--- config.mk ---
export PLATFORM = sky130hd
export DESIGN_NAME = msrv32_decode_stage_flat
export DESIGN_NICKNAME = d
export VERILOG_FILES = /design/src/rtl/msrv32_decode_pkg.sv /design/src/rtl/msrv32_decode_stage_if.sv /design/src/rtl/msrv32_instr_decode.sv /design/src/rtl/msrv32_decode_stage.sv /design/src/flat_wrapper.sv
export SDC_FILE = /design/constraint.sdc
export NUM_CORES = 1
export LEC_CHECK = 0
export BUFFER_PORTS_ARGS = -buffer_cell sky130_fd_sc_hd__clkbuf_2
export CAP_MARGIN = 10
export CORE_MARGIN = 1.5
export CORE_UTILIZATION = 45
export DETAILED_ROUTE_END_ITERATION = 10
export PLACE_DENSITY = 0.68
export SETUP_SLACK_MARGIN = 0.5
export SLEW_MARGIN = 25
export SYNTH_ARGS = -nofsm -noshare
export SYNTH_HDL_FRONTEND = slang
export SYNTH_SLANG_ARGS = --single-unit
--- constraint.sdc ---
create_clock -name ms_riscv32_mp_clk_in -period 8.1 [get_ports ms_riscv32_mp_clk_in]
set_input_delay 0.81 -clock ms_riscv32_mp_clk_in [delete_from_list [all_inputs] [get_ports ms_riscv32_mp_clk_in]]
set_output_delay 0.81 -clock ms_riscv32_mp_clk_in [all_outputs]
set_load 0.1 [all_outputs]
--- src/rtl/msrv32_decode_pkg.sv ---
// Shared encodings and the decoded-instruction bundle layout for the msrv32 decode stage.
// The bundle is a packed struct; the offsets below give each field's LSB position.
package msrv32_decode_pkg;

   localparam logic [6:0] OPCODE_OP       = 7'b0110011;
   localparam logic [6:0] OPCODE_OP_IMM   = 7'b0010011;
   localparam logic [6:0] OPCODE_LOAD     = 7'b0000011;
   localparam logic [6:0] OPCODE_STORE    = 7'b0100011;
   localparam logic [6:0] OPCODE_BRANCH   = 7'b1100011;
   localparam logic [6:0] OPCODE_JAL      = 7'b1101111;
   localparam logic [6:0] OPCODE_JALR     = 7'b1100111;
   localparam logic [6:0] OPCODE_LUI      = 7'b0110111;
   localparam logic [6:0] OPCODE_AUIPC    = 7'b0010111;
   localparam logic [6:0] OPCODE_MISC_MEM = 7'b0001111;
   localparam logic [6:0] OPCODE_SYSTEM   = 7'b1110011;

   localparam logic [3:0] ALU_ADD  = 4'b0000;
   localparam logic [3:0] ALU_SUB  = 4'b1000;
   localparam logic [3:0] ALU_SLL  = 4'b0001;
   localparam logic [3:0] ALU_SLT  = 4'b0010;
   localparam logic [3:0] ALU_SLTU = 4'b0011;
   localparam logic [3:0] ALU_XOR  = 4'b0100;
   localparam logic [3:0] ALU_SRL  = 4'b0101;
   localparam logic [3:0] ALU_SRA  = 4'b1101;
   localparam logic [3:0] ALU_OR   = 4'b0110;
   localparam logic [3:0] ALU_AND  = 4'b0111;

   localparam logic [2:0] IMM_R   = 3'b000;
   localparam logic [2:0] IMM_I   = 3'b001;
   localparam logic [2:0] IMM_S   = 3'b010;
   localparam logic [2:0] IMM_B   = 3'b011;
   localparam logic [2:0] IMM_U   = 3'b100;
   localparam logic [2:0] IMM_J   = 3'b101;
   localparam logic [2:0] IMM_CSR = 3'b110;

   localparam logic [2:0] WB_ALU     = 3'b000;
   localparam logic [2:0] WB_LOAD    = 3'b001;
   localparam logic [2:0] WB_IMM     = 3'b010;
   localparam logic [2:0] WB_IADDER  = 3'b011;
   localparam logic [2:0] WB_CSR     = 3'b100;
   localparam logic [2:0] WB_PC_PLUS = 3'b101;

   localparam logic [31:0] ECALL_INSTR  = 32'h0000_0073;
   localparam logic [31:0] EBREAK_INSTR = 32'h0010_0073;
   localparam logic [31:0] MRET_INSTR   = 32'h3020_0073;

   typedef struct packed {
      logic [3:0] alu_opcode;
      logic       is_muldiv;
      logic [2:0] imm_type;
      logic [2:0] wb_mux_sel;
      logic       rf_wr_en;
      logic       csr_wr_en;
      logic [2:0] csr_op;
      logic       mem_wr_req;
      logic [1:0] load_size;
      logic       load_unsigned;
      logic       alu_src;
      logic       iadder_src;
      logic       is_ecall;
      logic       is_ebreak;
      logic       is_mret;
      logic       is_fence;
      logic       illegal_instr;
      logic [4:0] rd;
      logic [4:0] rs1;
      logic [4:0] rs2;
   } bundle_t;

   localparam int unsigned BUNDLE_W = $bits(bundle_t);

   localparam int unsigned OFS_RS2           = 0;
   localparam int unsigned OFS_RS1           = 5;
   localparam int unsigned OFS_RD            = 10;
   localparam int unsigned OFS_ILLEGAL_INSTR = 15;
   localparam int unsigned OFS_IS_FENCE      = 16;
   localparam int unsigned OFS_IS_MRET       = 17;
   localparam int unsigned OFS_IS_EBREAK     = 18;
   localparam int unsigned OFS_IS_ECALL      = 19;
   localparam int unsigned OFS_IADDER_SRC    = 20;
   localparam int unsigned OFS_ALU_SRC       = 21;
   localparam int unsigned OFS_LOAD_UNSIGNED = 22;
   localparam int unsigned OFS_LOAD_SIZE     = 23;
   localparam int unsigned OFS_MEM_WR_REQ    = 25;
   localparam int unsigned OFS_CSR_OP        = 26;
   localparam int unsigned OFS_CSR_WR_EN     = 29;
   localparam int unsigned OFS_RF_WR_EN      = 30;
   localparam int unsigned OFS_WB_MUX_SEL    = 31;
   localparam int unsigned OFS_IMM_TYPE      = 34;
   localparam int unsigned OFS_IS_MULDIV     = 37;
   localparam int unsigned OFS_ALU_OPCODE    = 38;

endpackage

--- src/rtl/msrv32_decode_stage_if.sv ---
// Fetch-side and execute-side handshake of the decode stage, plus the flush request.
// The stage itself takes the slave view; fetch/execute (or a bench) take the master view.
interface msrv32_decode_stage_if #(
   parameter int unsigned DEPTH = 2
);
   logic                          flush_in;
   logic                          in_valid_in;
   logic                          in_ready_out;
   logic [31:0]                   instr_in;
   logic [31:0]                   pc_in;
   logic                          out_valid_out;
   logic                          out_ready_in;
   msrv32_decode_pkg::bundle_t    bundle_out;
   logic [31:0]                   pc_out;
   logic [$clog2(DEPTH):0]        count_out;

   modport master (
      output flush_in, in_valid_in, instr_in, pc_in, out_ready_in,
      input  in_ready_out, out_valid_out, bundle_out, pc_out, count_out
   );

   modport slave (
      input  flush_in, in_valid_in, instr_in, pc_in, out_ready_in,
      output in_ready_out, out_valid_out, bundle_out, pc_out, count_out
   );
endinterface

--- src/rtl/msrv32_instr_decode.sv ---
// Purely combinational RV32I(+M) decoder: instruction word to packed control bundle.
// Illegal encodings still produce a bundle, but with all architectural write enables cleared.
module msrv32_instr_decode
   import msrv32_decode_pkg::*;
#(
   parameter bit M_EXT = 1'b1
) (
   input  logic [31:0] instr_in,
   output bundle_t     bundle_out
);

   logic [6:0] opcode;
   logic [2:0] funct3;
   logic [6:0] funct7;
   logic       f7_zero;
   logic       f7_alt;
   logic       f7_mul;
   logic       illegal;
   logic       rf_wr;
   logic       csr_wr;
   logic       mem_wr;

   assign opcode  = instr_in[6:0];
   assign funct3  = instr_in[14:12];
   assign funct7  = instr_in[31:25];
   assign f7_zero = (funct7 == 7'b0000000);
   assign f7_alt  = (funct7 == 7'b0100000);
   assign f7_mul  = (funct7 == 7'b0000001);

   always_comb begin
      bundle_out     = '0;
      bundle_out.rd  = instr_in[11:7];
      bundle_out.rs1 = instr_in[19:15];
      bundle_out.rs2 = instr_in[24:20];
      illegal        = 1'b0;
      rf_wr          = 1'b0;
      csr_wr         = 1'b0;
      mem_wr         = 1'b0;

      case (opcode)
         OPCODE_OP: begin
            bundle_out.alu_opcode = {funct7[5], funct3};
            bundle_out.alu_src    = 1'b1;
            bundle_out.imm_type   = IMM_R;
            bundle_out.wb_mux_sel = WB_ALU;
            rf_wr                 = 1'b1;
            if (f7_mul && M_EXT) begin
               bundle_out.is_muldiv = 1'b1;
            end else if (f7_alt) begin
               illegal = !(funct3 == 3'b000 || funct3 == 3'b101);
            end else if (!f7_zero) begin
               illegal = 1'b1;
            end
         end
         OPCODE_OP_IMM: begin
            // Only SRAI carries the arithmetic bit; other immediates reuse funct7 as data.
            bundle_out.alu_opcode = {(funct3 == 3'b101) & funct7[5], funct3};
            bundle_out.imm_type   = IMM_I;
            bundle_out.wb_mux_sel = WB_ALU;
            rf_wr                 = 1'b1;
            if (funct3 == 3'b001) begin
               illegal = !f7_zero;
            end else if (funct3 == 3'b101) begin
               illegal = !(f7_zero || f7_alt);
            end
         end
         OPCODE_LOAD: begin
            bundle_out.imm_type      = IMM_I;
            bundle_out.wb_mux_sel    = WB_LOAD;
            bundle_out.iadder_src    = 1'b1;
            bundle_out.load_size     = funct3[1:0];
            bundle_out.load_unsigned = funct3[2];
            rf_wr                    = 1'b1;
            illegal = (funct3 == 3'b011) || (funct3 == 3'b110) || (funct3 == 3'b111);
         end
         OPCODE_STORE: begin
            bundle_out.imm_type   = IMM_S;
            bundle_out.iadder_src = 1'b1;
            mem_wr                = 1'b1;
            illegal               = (funct3 > 3'b010);
         end
         OPCODE_BRANCH: begin
            bundle_out.imm_type = IMM_B;
            illegal             = (funct3 == 3'b010) || (funct3 == 3'b011);
         end
         OPCODE_JAL: begin
            bundle_out.imm_type   = IMM_J;
            bundle_out.wb_mux_sel = WB_PC_PLUS;
            rf_wr                 = 1'b1;
         end
         OPCODE_JALR: begin
            bundle_out.imm_type   = IMM_I;
            bundle_out.wb_mux_sel = WB_PC_PLUS;
            bundle_out.iadder_src = 1'b1;
            rf_wr                 = 1'b1;
         end
         OPCODE_LUI: begin
            bundle_out.imm_type   = IMM_U;
            bundle_out.wb_mux_sel = WB_IMM;
            rf_wr                 = 1'b1;
         end
         OPCODE_AUIPC: begin
            bundle_out.imm_type   = IMM_U;
            bundle_out.wb_mux_sel = WB_IADDER;
            rf_wr                 = 1'b1;
         end
         OPCODE_MISC_MEM: begin
            bundle_out.is_fence = 1'b1;
         end
         OPCODE_SYSTEM: begin
            bundle_out.imm_type   = IMM_CSR;
            bundle_out.wb_mux_sel = WB_CSR;
            bundle_out.csr_op     = funct3;
            if (funct3 == 3'b000) begin
               bundle_out.is_ecall  = (instr_in == ECALL_INSTR);
               bundle_out.is_ebreak = (instr_in == EBREAK_INSTR);
               bundle_out.is_mret   = (instr_in == MRET_INSTR);
               illegal = !((instr_in == ECALL_INSTR) || (instr_in == EBREAK_INSTR) ||
                           (instr_in == MRET_INSTR));
            end else if (funct3 == 3'b100) begin
               illegal = 1'b1;
            end else begin
               rf_wr  = 1'b1;
               csr_wr = 1'b1;
            end
         end
         // Also catches every opcode whose low two bits are not 11.
         default: illegal = 1'b1;
      endcase

      bundle_out.illegal_instr = illegal;
      bundle_out.rf_wr_en      = rf_wr & ~illegal;
      bundle_out.csr_wr_en     = csr_wr & ~illegal;
      bundle_out.mem_wr_req    = mem_wr & ~illegal;
   end

endmodule

--- src/rtl/msrv32_decode_stage.sv ---
// Registered decode stage: decodes on push and buffers up to DEPTH bundles in a circular queue.
// Outputs are driven from registered state only; flush clears the queue in one cycle.
module msrv32_decode_stage
   import msrv32_decode_pkg::*;
#(
   parameter int unsigned DEPTH = 2,
   parameter bit          M_EXT = 1'b1
) (
   input logic                  ms_riscv32_mp_clk_in,
   input logic                  ms_riscv32_mp_rst_n_in,
   msrv32_decode_stage_if.slave bus
);

   localparam int unsigned PTR_W = $clog2(DEPTH);
   localparam int unsigned CNT_W = PTR_W + 1;

   bundle_t          dec_bundle;
   bundle_t          bundle_mem [DEPTH];
   logic [31:0]      pc_mem     [DEPTH];
   logic [PTR_W-1:0] wr_ptr_q, wr_ptr_d;
   logic [PTR_W-1:0] rd_ptr_q, rd_ptr_d;
   logic [CNT_W-1:0] count_q, count_d;
   logic             push;
   logic             pop;
   logic             in_ready;
   logic             out_valid;

   msrv32_instr_decode #(
      .M_EXT (M_EXT)
   ) u_decode (
      .instr_in   (bus.instr_in),
      .bundle_out (dec_bundle)
   );

   assign in_ready  = (count_q < CNT_W'(DEPTH));
   assign out_valid = (count_q != '0);
   assign push      = bus.in_valid_in & in_ready & ~bus.flush_in;
   assign pop       = out_valid & bus.out_ready_in & ~bus.flush_in;

   always_comb begin
      wr_ptr_d = wr_ptr_q;
      rd_ptr_d = rd_ptr_q;
      count_d  = count_q;
      if (bus.flush_in) begin
         wr_ptr_d = '0;
         rd_ptr_d = '0;
         count_d  = '0;
      end else begin
         // DEPTH is a power of two, so natural overflow gives the modulo wrap.
         if (push) wr_ptr_d = wr_ptr_q + 1'b1;
         if (pop)  rd_ptr_d = rd_ptr_q + 1'b1;
         if (push && !pop) begin
            count_d = count_q + 1'b1;
         end else if (pop && !push) begin
            count_d = count_q - 1'b1;
         end
      end
   end

   always_ff @(posedge ms_riscv32_mp_clk_in or negedge ms_riscv32_mp_rst_n_in) begin
      if (!ms_riscv32_mp_rst_n_in) begin
         wr_ptr_q <= '0;
         rd_ptr_q <= '0;
         count_q  <= '0;
      end else begin
         wr_ptr_q <= wr_ptr_d;
         rd_ptr_q <= rd_ptr_d;
         count_q  <= count_d;
      end
   end

   always_ff @(posedge ms_riscv32_mp_clk_in) begin
      if (push) begin
         bundle_mem[wr_ptr_q] <= dec_bundle;
         pc_mem[wr_ptr_q]     <= bus.pc_in;
      end
   end

   // Gate the storage read so an empty or freshly reset queue shows all-zero outputs.
   assign bus.in_ready_out  = in_ready;
   assign bus.out_valid_out = out_valid;
   assign bus.bundle_out    = out_valid ? bundle_mem[rd_ptr_q] : '0;
   assign bus.pc_out        = out_valid ? pc_mem[rd_ptr_q] : '0;
   assign bus.count_out     = count_q;

endmodule

--- src/flat_wrapper.sv ---
// flat-port wrapper written by rule: the top's interface ports become plain ports
module msrv32_decode_stage_flat import msrv32_decode_pkg::*;
#(
   parameter int unsigned DEPTH = 2,
   parameter bit          M_EXT = 1'b1
)
  (ms_riscv32_mp_clk_in, ms_riscv32_mp_rst_n_in, bus_flush_in, bus_in_valid_in, bus_instr_in, bus_pc_in, bus_out_ready_in, bus_in_ready_out, bus_out_valid_out, bus_bundle_out, bus_pc_out, bus_count_out);
  msrv32_decode_stage_if #(.DEPTH(DEPTH)) bus_i ();
  input logic ms_riscv32_mp_clk_in;
  input logic ms_riscv32_mp_rst_n_in;
  input wire logic [$bits(bus_i.flush_in)-1:0] bus_flush_in;
  input wire logic [$bits(bus_i.in_valid_in)-1:0] bus_in_valid_in;
  input wire logic [$bits(bus_i.instr_in)-1:0] bus_instr_in;
  input wire logic [$bits(bus_i.pc_in)-1:0] bus_pc_in;
  input wire logic [$bits(bus_i.out_ready_in)-1:0] bus_out_ready_in;
  output wire logic [$bits(bus_i.in_ready_out)-1:0] bus_in_ready_out;
  output wire logic [$bits(bus_i.out_valid_out)-1:0] bus_out_valid_out;
  output wire logic [$bits(bus_i.bundle_out)-1:0] bus_bundle_out;
  output wire logic [$bits(bus_i.pc_out)-1:0] bus_pc_out;
  output wire logic [$bits(bus_i.count_out)-1:0] bus_count_out;
  assign bus_i.flush_in = bus_flush_in;
  assign bus_i.in_valid_in = bus_in_valid_in;
  assign bus_i.instr_in = bus_instr_in;
  assign bus_i.pc_in = bus_pc_in;
  assign bus_i.out_ready_in = bus_out_ready_in;
  assign bus_in_ready_out = bus_i.in_ready_out;
  assign bus_out_valid_out = bus_i.out_valid_out;
  assign bus_bundle_out = bus_i.bundle_out;
  assign bus_pc_out = bus_i.pc_out;
  assign bus_count_out = bus_i.count_out;
  msrv32_decode_stage #(.DEPTH(DEPTH), .M_EXT(M_EXT)) u_core (.ms_riscv32_mp_clk_in(ms_riscv32_mp_clk_in), .ms_riscv32_mp_rst_n_in(ms_riscv32_mp_rst_n_in), .bus(bus_i));
endmodule
---- Word level (Yosys, flattened, before mapping) ----
Memory sizes are Yosys's and may differ from the RTL's.
Index checks and enable logic that the tools add are counted.
word-level totals
  register bits after elaboration ......... 4
  memory bits (writable) .................. 148
  bits of input ports ..................... 69
  output and inout port bits .............. 78
  logic and storage cells ................. 107
  memories ................................ 2
cells by class
  $add $sub $neg .......................... 4
  order comparisons ....................... 2
  equality and inequality tests ........... 23
  multiplexer cells ....................... 36
  bitwise operators ....................... 10
  reduce and logical (&&, ||, !) cells .... 27
memory list
  name               depth  bits a word  read ports  clocked after memory_dff  write ports  RTL line                   source
  u_core.bundle_mem  2      42           1           0                         1            msrv32_decode_stage.sv:18  bundle_t bundle_mem [DEPTH];
  u_core.pc_mem      2      32           1           0                         1            msrv32_decode_stage.sv:19  logic [31:0] pc_mem [DEPTH];
operator list
  operator                                                                 count
  42-bit two-way mux                                                       1
  32-bit by 21-bit equality test with 1-bit output, second input constant  1
  32-bit by 30-bit equality test with 1-bit output, second input constant  1
  32-bit by 7-bit equality test with 1-bit output, second input constant   1
  32-bit two-way mux                                                       1
  7-bit by 6-bit equality test with 1-bit output, second input constant    4
  7-bit equality test, second input constant                               4
  1-bit two-way mux                                                        22
  3-bit one-hot mux with 6 select lines                                    1
  3-bit one-hot mux with 5 select lines                                    1
  7-bit by 5-bit equality test with 1-bit output, second input constant    2
  3-bit equality test, second input constant                               4
  3-bit two-way mux                                                        4
  1-bit bitwise AND                                                        8
  4-bit one-hot mux with 2 select lines                                    1
  7-bit by 1-bit equality test with 1-bit output, second input constant    1
  7-bit by 2-bit equality test with 1-bit output, second input constant    1
  7-bit by 4-bit equality test with 1-bit output, second input constant    1
  7-bit zero test                                                          1
  1-bit logical OR                                                         7
  1-bit one-hot mux with 7 select lines                                    1
  7-bit OR reduction                                                       1
  3-bit by 2-bit equality test with 1-bit output, second input constant    2
  1-bit zero test                                                          6
  other kinds (16)                                                         25

---- Longest topological paths before layout ----
Gate-level depths: netlist of run 1.
  depth after elaboration ................. 8
  gate-level depth with buffers ........... 6
  gate-level depth less buffers ........... 5

---- By module ----
Synthesis of run 1 repeated with hierarchy kept, for this count alone.
second synthesis, totals
  cell total of the unflattened synthesis .. 452
  area total of the unflattened synthesis .. 6600.1 µm²
by module, submodules not included
  module               times used  cells an instance  area each (µm²)  seq. area each (µm²)
  msrv32_decode_stage  1           336                5875.6           4544.4
  msrv32_instr_decode  1           116                724.4            0.0

---- Worst setup path before layout of run 1 ----
OpenSTA, ideal clock, no wires.
  kind .................................... reg-to-reg
  from .................................... register u_core.count_q[1] (netlist: u_core.bus.count_out[1])
  to ...................................... memory u_core.bundle_mem[1][0] (netlist bit), enable pin
  library setup time ...................... 613 ps
  arrival ................................. 7190 ps
  data required time ...................... 7487 ps
  path slack .............................. 298 ps
  cell stages (with the launch flop) ...... 4
  path buffers ............................ 0
  period minus slack after synthesis ...... 7802 ps
  cell sequence ........................... dfrtp_1 -> inv_1 -> nand2_1 -> nor3b_1
between the ends
  word-level cells in the longest chain between the ends .. 5
ends and longest elaborated chain
  what                                     RTL line                   source
  start, declared                          msrv32_decode_stage.sv:22  logic [CNT_W-1:0] count_q, count_d;
  start signal, assigned                   msrv32_decode_stage.sv:68  count_q <= count_d;
  2-bit < comparator                       msrv32_decode_stage.sv:35  assign in_ready = (count_q < CNT_W'(DEPTH));
  via bus_in_ready_out                     flat_wrapper.sv:16         output wire logic [$bits(bus_i.in_ready_out)-1:0] bus_in_ready_out;
  1-bit bitwise AND (2 in a row)           msrv32_decode_stage.sv:37  assign push = bus.in_valid_in & in_ready & ~bus.flush_in;
  1-bit two-way mux                        msrv32_decode_stage.sv:73  if (push) begin
  1-bit two-way mux (implied by the code)  msrv32_decode_stage.sv:74  bundle_mem[wr_ptr_q] <= dec_bundle;
  end, declared                            msrv32_decode_stage.sv:18
The timed path passes the listed nets, and every way through them passes these cells.

---- Worst setup path in the final report of run 1 ----
  from .................................... register u_core.rd_ptr_q
  to ...................................... output bus_pc_out[24]
between the ends
  word-level cells in the longest chain between the ends .. 2
ends and longest elaborated chain
  what                    RTL line                   source
  start, declared         msrv32_decode_stage.sv:21  logic [PTR_W-1:0] rd_ptr_q, rd_ptr_d;
  start signal, assigned  msrv32_decode_stage.sv:67  rd_ptr_q <= rd_ptr_d;
  memory 2 x 32 bit       n/a
  32-bit two-way mux      msrv32_decode_stage.sv:83  assign bus.pc_out = out_valid ? pc_mem[rd_ptr_q] : '0;
  end, declared           flat_wrapper.sv:19         output wire logic [$bits(bus_i.pc_out)-1:0] bus_pc_out;
Every way passes these cells.

==> results of run 1 <==
==> cells by family after synthesis <==
kind of cell / synth area share (%)
and+or+nand+nor: 12.1
DFF: 71.0
muxes: 12.1
buffers and inverters: 2.29
AOI/OAI and AO/OA: 1.99
xor gates and xnor gates: 0.547
==> cells in the final DEF (no fill, tap or decap), types with 3 or more instances in the layout <==
| master | count |
|---|---|
| edfxtp_1 | 148 |
| clkbuf_2 | 146 |
| nor2_1 | 90 |
| mux2i_1 | 75 |
| clkbuf_16 | 17 |
| nor3_1 | 11 |
| a21oi_1 | 10 |
| nand2_1 | 9 |
| nor2b_1 | 9 |
| nor4_1 | 8 |
| inv_6 | 7 |
| nand3_1 | 6 |
| buf_4 | 6 |
| and3_1 | 5 |
| and2_1 | 4 |
| inv_1 | 4 |
| or3_1 | 3 |
| o21ai_0 | 3 |
| clkinv_4 | 3 |
| dfrtp_1 | 3 |
==> metrics by stage <==
step | instance area, µm² | hold slack (ns) | worst slack [ns] | util [%] | cells
after CTS | 7880 | 0.176 | 4.37 | 56.8 | 787
after global routing | 7880 | 0.178 | 4.28 | 56.8 | 787
final | 7880 | 0.196 | 4.45 | 56.8 | 787
after floorplan | 6410 | 0.514 | 0.687 | - | 448
after global placement | 7300 | 0.572 | 4.87 | 52.6 | 755
after detailed placement | 7300 | 0.594 | 4.84 | 52.6 | 755
==> power by group through the flow <==
stage | registers (W) | logic [W] | clock network (W)
after floorplan | 0.000927 | 0.000355 | 0
after global placement | 0.000927 | 0.000431 | 0
after detailed placement | 0.000928 | 0.000435 | 0
after CTS | 0.000912 | 0.000435 | 0.000779
after global routing | 0.000914 | 0.000452 | 0.000810
final | 0.000911 | 0.000432 | 0.000761
==> registers in the layout (all words and copies together), names as in the netlist <==
register	count
u_core.pc_mem	64
u_core.bundle_mem	84
u_core.bus.count_out	2
u_core.rd_ptr_q	1
u_core.wr_ptr_q	1
==> how the worst max path moves through the flow <==
stage                       startpoint                       to  depth (start not counted)
2_1_floorplan  u_core.bus.count_out[1]  u_core.bundle_mem[0][0]                          3
3_3_place_gp           u_core.rd_ptr_q       bus_bundle_out[29]                          4
3_5_place_dp           u_core.rd_ptr_q       bus_bundle_out[29]                          4
4_1_cts                u_core.rd_ptr_q       bus_bundle_out[29]                          4
5_1_grt                u_core.rd_ptr_q           bus_pc_out[24]                          4
6_report               u_core.rd_ptr_q           bus_pc_out[24]                          4
==> cell usage after synthesis (3+ instances only) <==
master	number
a21oi_1	10
and2_1	4
and3_1	5
buf_1	4
buf_2	12
clkbuf_1	6
dfrtp_1	4
edfxtp_1	148
inv_1	4
mux2i_1	75
nand2_1	9
nand3_1	6
nor2_1	91
nor2b_1	9
nor3_1	12
nor4_1	8
o21ai_0	3
or3_1	3
==> cell type report <==
type | instances | share of cell area [%]
inverter | 4 | 0.191
tap | 180 | 2.86
sequential | 152 | 57.7
multi-input combinational | 267 | 22.0
timing repair buffer | 152 | 9.84
clock inverter | 15 | 1.97
clock buffer | 17 | 5.40
==> layer usage <==
metal | global-route usage [%] | up-vias
met5 | 0 | -
met4 | 8.87 | 0
met3 | 4.97 | 22
met2 | 29.5 | 164
met1 | 22.3 | 1985
li1 | - | 1957
==> out/metrics.csv, run 1 <==
stage,metric,value,unit
sta,Worst-Margin Slew,0.796,ns
place,count of buffers inserted at the top-level ports,146,
synth,average footprint of a synthesized cell,14.3,µm²
place,HPWL after detailed placement,8710,µm
synth,number of synthesized flops with an enable pin,148,
floorplan,initial core utilization,46.1,%
final_layout,layout cell share with drive strength beyond 1,32.1,%
worst_hold_path,worst min-delay path class,in2async,
floorplan,die span in y,122,µm
sta,final hold violation count,0,
grt,initial antenna violation count,0,
setup_path,cells traversed along the worst timing path,"buf_4, mux2i_1, nor2_1, clkbuf_2",
setup_path,CP max-delay cell,dfrtp_4,
cts,clock slew seen by the registers of the worst setup and hold paths,0.06,ns
synth,number of distinct library cells after synthesis,43,
drt,Total Routed Length,13100,µm
drt,sum of met3 wire segment lengths after detailed routing,878,µm
cts,clock buffer depth,2,
setup_path,data arrival time at the worst-slack endpoint,2.84,ns
floorplan,die span in x,122,µm
cts,cell chosen for the clock root,clkbuf_16,
synth,portion of synthesized cell area occupied by the leading cell type,69.4,%
status,outcome,"finished, final reports clean",
final_layout,Syn-to-layout area delta,23.1,%
drt,met2 wirelength from detailed routing,6210,µm
sta,final max-slew violation count,0,
setup_path,setup slack on the worst flop-to-flop path,6.23,ns
cts,hold buffers post-CTS,0,
power_and_ir_drop,clock share of power,36.2,%
sta,unrepaired setup endpoints after global routing,no,
setup_path,origin of the critical flop-to-flop path,u_core.bus.count_out[1],
drt,total via count after detailed routing,4128,
final_layout,number of fill cells,1186,
floorplan,overall die area,0.0150,mm²
drt,uppermost metal layer occupied by signal nets,met4,
setup_path,CP bufs+invs,2,
synth,synth top area cells,"edfxtp_1 (69%), mux2i_1 (12%), nor2_1 (5.3%)",
drt,Routed met1 length,5680,µm
setup_path,worst flop-to-flop path endpoint,u_core.bundle_mem[1][17],
cts,CTS tree,done,
synth,number of synthesis warnings,0,
sta,Setup Viol. Count Final,0,
power_and_ir_drop,switching fraction of total power,33.1,%
setup_path,Critical Setup Path Class,reg2out,
cts,htree depth,4,
setup_path,CP required,7.29,ns
synth,cell area after technology mapping,0.00640,mm²
power_and_ir_drop,internal power contribution,0.00141,W
cts,number of buffers inserted to repair setup after CTS,0,
power_and_ir_drop,Combinational Power Share,20.5,%
grt,grt ovf,0,
power_and_ir_drop,share of total power in sequential cells,43.3,%
sta,minimum period implied by the final worst setup slack,3.65,ns
synth,share of synthesized flip-flops with an asynchronous set or reset,2.63,%
sta,setup TNS after final layout,0,ns
drt,1st-iter DRT viols,269,
drt,DRC Markers,0,
setup_path,maximum single-stage delay on the critical path,0.80,ns
power_and_ir_drop,sw power,0.000695,W
final_layout,multi-input combinational cell area,0.00174,mm²
floorplan,number of top-level pins,147,
setup_path,kind of start point of the critical path,flip-flop,
grt,global-route wire length before repair,20000,µm
cts,later-pin clock latency in the skew report,0.41,ns
drt,post-route antenna net violation count,0,
synth,post-synthesis register bit count,152,
cts,number of clock sinks seen by CTS,152,
synth,net count after synthesis,517,
sta,share of the cycle needed by the critical path after routing,45.1,%
drt,detailed-route vias per instance,5.25,
synth,cell accounting for the most synthesized area,edfxtp_1,
synth,share of the yosys chip area belonging to registers,71.0,%
final_layout,number of nets at the end of the flow,663,
floorplan,number of cell rows,43,
flow_run,max_cap viols,0,
setup_path,kind of end point of the critical path,primary output,
power_and_ir_drop,Power Density,267,mW/mm²
grt,largest net degree at the start of global routing,76,
setup_path,worst reg-to-reg path cell count,4,
power_and_ir_drop,"sum of internal, switching and leakage power",0.00210,W
drt,routed wire length per instance,16.7,µm
sta,remaining max-slew budget at the tightest pin,46.9,%
setup_path,Critical Path Fanout Max,46,
cts,number of resized instances in the post-cts repair step,0,
place,final estimated routing congestion in global placement,0.823,
floorplan,core region area,0.0139,mm²
final_layout,Ant. Diodes,0,
synth,Synth Instances,448,
synth,ys flop type,edfxtp_1,
drt,First-pass DRT Iterations,4,
power_and_ir_drop,worst vdd rail ir drop,0.140,mV
sta,clock skew after layout,0.00514,ns
cts,total CTS buffers,17,
power_and_ir_drop,static leakage,2.97,nW
final_layout,total area of sequential cells,0.00455,mm²
grt,overall global routing resource usage,18.1,%
sta,max frequency,0.274,GHz
setup_path,gate family responsible for the most delay along the worst path,buffers and inverters,
grt,vias in the first global route,4040,
Power figures use the tool's default switching activity.
==> inputs of run 2 (changes only) <==
==> constraint.sdc (replaced) <==
create_clock -name ms_riscv32_mp_clk_in -period 3.71 [get_ports ms_riscv32_mp_clk_in]
set_input_delay 0.371 -clock ms_riscv32_mp_clk_in [delete_from_list [all_inputs] [get_ports ms_riscv32_mp_clk_in]]
set_output_delay 0.371 -clock ms_riscv32_mp_clk_in [all_outputs]
set_load 0.1 [all_outputs]
==> out/metrics.csv, run 2 (synthesized netlist as in run 1, its figures left out) <==
stage,metric,value,unit
final_layout,Syn-to-layout area delta,25.1,%
power_and_ir_drop,internal power contribution,0.00338,W
grt,initial antenna violation count,0,
floorplan,core region area,0.0139,mm²
setup_path,Setup crit end,bus_pc_out[21],
setup_path,kind of start point of the critical path,flip-flop,
setup_path,data arrival time at the worst-slack endpoint,2.49,ns
sta,remaining max-slew budget at the tightest pin,48.1,%
drt,DRC Markers,0,
sta,clock skew after layout,0.00392,ns
floorplan,number of top-level pins,147,
worst_hold_path,worst min-delay path class,in2reg,
grt,largest net degree at the start of global routing,43,
final_layout,layout cell share with drive strength beyond 1,32.2,%
setup_path,worst flop-to-flop path endpoint,u_core.rd_ptr_q,
place,Place WS,1.32,ns
cts,clock buffer depth,2,
sta,final worst-path setup slack,0.848,ns
sta,setup TNS after final layout,0,ns
sta,final hold violation count,0,
power_and_ir_drop,switching fraction of total power,30.0,%
power_and_ir_drop,Combinational Power Share,19.5,%
place,placed instance area,0.00734,mm²
power_and_ir_drop,"sum of internal, switching and leakage power",0.00483,W
power_and_ir_drop,static leakage,3.02,nW
cts,CTS tree,done,
setup_path,CP required,3.34,ns
drt,total via count after detailed routing,4069,
drt,routed wire length per instance,16.1,µm
setup_path,worst reg-to-reg path cell count,6,
drt,Total Routed Length,12700,µm
place,HPWL after detailed placement,8510,µm
power_and_ir_drop,worst vdd rail ir drop,0.348,mV
final_layout,"most common cell after layout, fill and taps aside",edfxtp_1,
drt,detailed-route vias per instance,5.16,
final_layout,Final Cell Area,0.00801,mm²
floorplan,die span in x,122,µm
final_layout,number of fill cells,1130,
setup_path,setup slack on the worst flop-to-flop path,1.74,ns
place,count of buffers inserted at the top-level ports,146,
power_and_ir_drop,Power Density,603,mW/mm²
final_layout,"commonest non-fill, non-tap cells in the layout","edfxtp_1 (148), clkbuf_2 (146), nor2_1 (90)",
setup_path,Worst setup startpoint,u_core.rd_ptr_q,
sta,share of the cycle needed by the critical path after routing,77.2,%
sta,Worst-Margin Slew,0.778,ns
cts,later-pin clock latency in the skew report,0.42,ns
drt,1st-iter DRT viols,294,
final_layout,number of flip-flops in the largest register,84,
cts,clock slew seen by the registers of the worst setup and hold paths,0.06,ns
place,final estimated routing congestion in global placement,0.866,
floorplan,initial core utilization,46.1,%
cts,htree depth,4,
final_layout,Ant. Diodes,0,
cts,total CTS buffers,17,
cts,number of clock sinks seen by CTS,152,
sta,unrepaired setup endpoints after global routing,no,
grt,global-route wire length before repair,19200,µm
setup_path,Critical Path Fanout Max,42,
cts,number of buffers inserted to repair setup after CTS,0,
grt,overall global routing resource usage,17.6,%
floorplan,die span in y,122,µm
grt,grt ovf,0,
setup_path,Critical Setup Path Class,reg2out,
status,outcome,"finished, final reports clean",
setup_path,origin of the critical flop-to-flop path,u_core.bus.count_out[1],
power_and_ir_drop,sw power,0.00145,W
sta,final max-slew violation count,0,
setup_path,kind of end point of the critical path,primary output,
final_layout,number of nets at the end of the flow,665,
sta,max frequency,0.349,GHz
cts,number of resized instances in the post-cts repair step,0,
floorplan,number of cell rows,43,
sta,minimum period implied by the final worst setup slack,2.86,ns
flow_run,max_cap viols,0,
drt,First-pass DRT Iterations,4,
cts,cell chosen for the clock root,clkbuf_16,
grt,vias in the first global route,3841,
final_layout,Top reg by flops,u_core.bundle_mem,
power_and_ir_drop,share of total power in sequential cells,41.4,%
power_and_ir_drop,clock share of power,39.1,%
sta,Setup Viol. Count Final,0,
drt,post-route antenna net violation count,0,
floorplan,overall die area,0.0150,mm²
[run 2: cell count changes in the layout (fill, tap and decap cells not counted), moves of 2 or more]
| cell | delta |
|---|---|
| inv_8 | -2 |
| bufinv_16 | +5 |
| clkinv_1 | +3 |
| clkinv_2 | +3 |
| inv_6 | -7 |
[run 2: worst min-delay path by stage]
stage	end	from	cells after the start	slack, ns
after detailed placement	u_core.bus.count_out[1]	ms_riscv32_mp_rst_n_in	1	0.18
final	u_core.pc_mem[1][3]	bus_pc_in[3]	1	0.13
after global routing	u_core.pc_mem[0][15]	bus_pc_in[15]	1	0.12
after global placement	u_core.bus.count_out[1]	ms_riscv32_mp_rst_n_in	1	0.18
after floorplan	u_core.bus.count_out[0]	ms_riscv32_mp_rst_n_in	0	0.08
after CTS	u_core.pc_mem[0][4]	bus_pc_in[4]	1	0.12
[run 2: area by class of cell]
| class | instances | area, µm² | area share, % |
|---|---|---|---|
| sequential | 152 | 4550 | 56.8 |
| multi-input combinational | 267 | 1750 | 21.8 |
| timing repair buffer | 154 | 806 | 10.1 |
| clock buffer | 17 | 425 | 5.31 |
| clock inverter | 15 | 231 | 2.89 |
| tap | 180 | 225 | 2.81 |
| inverter | 4 | 18.8 | 0.234 |
[run 2: per-stage QoR]
stage	hold slack [ns]	cells	util [%]
after global placement	0.180	756	52.9
after CTS	0.119	789	57.7
after detailed placement	0.183	756	52.9
after global routing	0.125	789	57.7
final	0.134	789	57.7
after floorplan	0.0754	448	-
[run 2: what timing repair did]
item | in CTS | in global routing
hold buffers | 1 | 0
endpoints found under the hold margin | 4 | 0
setup endpoints to repair | 0 | 0
[run 2: power groups by stage]
stage               Combinational [W]  Sequential, W  Clock, W
global route                 0.000988        0.00200   0.00199
CTS                          0.000948        0.00200   0.00192
detailed placement           0.000946        0.00203         0
finish                       0.000941        0.00200   0.00189
floorplan                    0.000779        0.00202         0
global placement             0.000941        0.00203         0
[run 2: per-layer routing]
| layer | global-route usage, % | part of all wire, % | up-vias |
|---|---|---|---|
| met1 | 21.6 | 41 | 1928 |
| met3 | 5.39 | 7.2 | 27 |
| met2 | 28.6 | 49 | 156 |
| li1 | - | - | 1958 |
| met4 | 8.43 | 2.4 | 0 |
| met5 | 0 | 0 | - |
[run 2: critical path: stages, from the launching register on]
cell	delay, ns
dfrtp_4	0.91
buf_12	0.32
mux2i_1	0.12
nor2_1	0.14
clkbuf_2	0.48
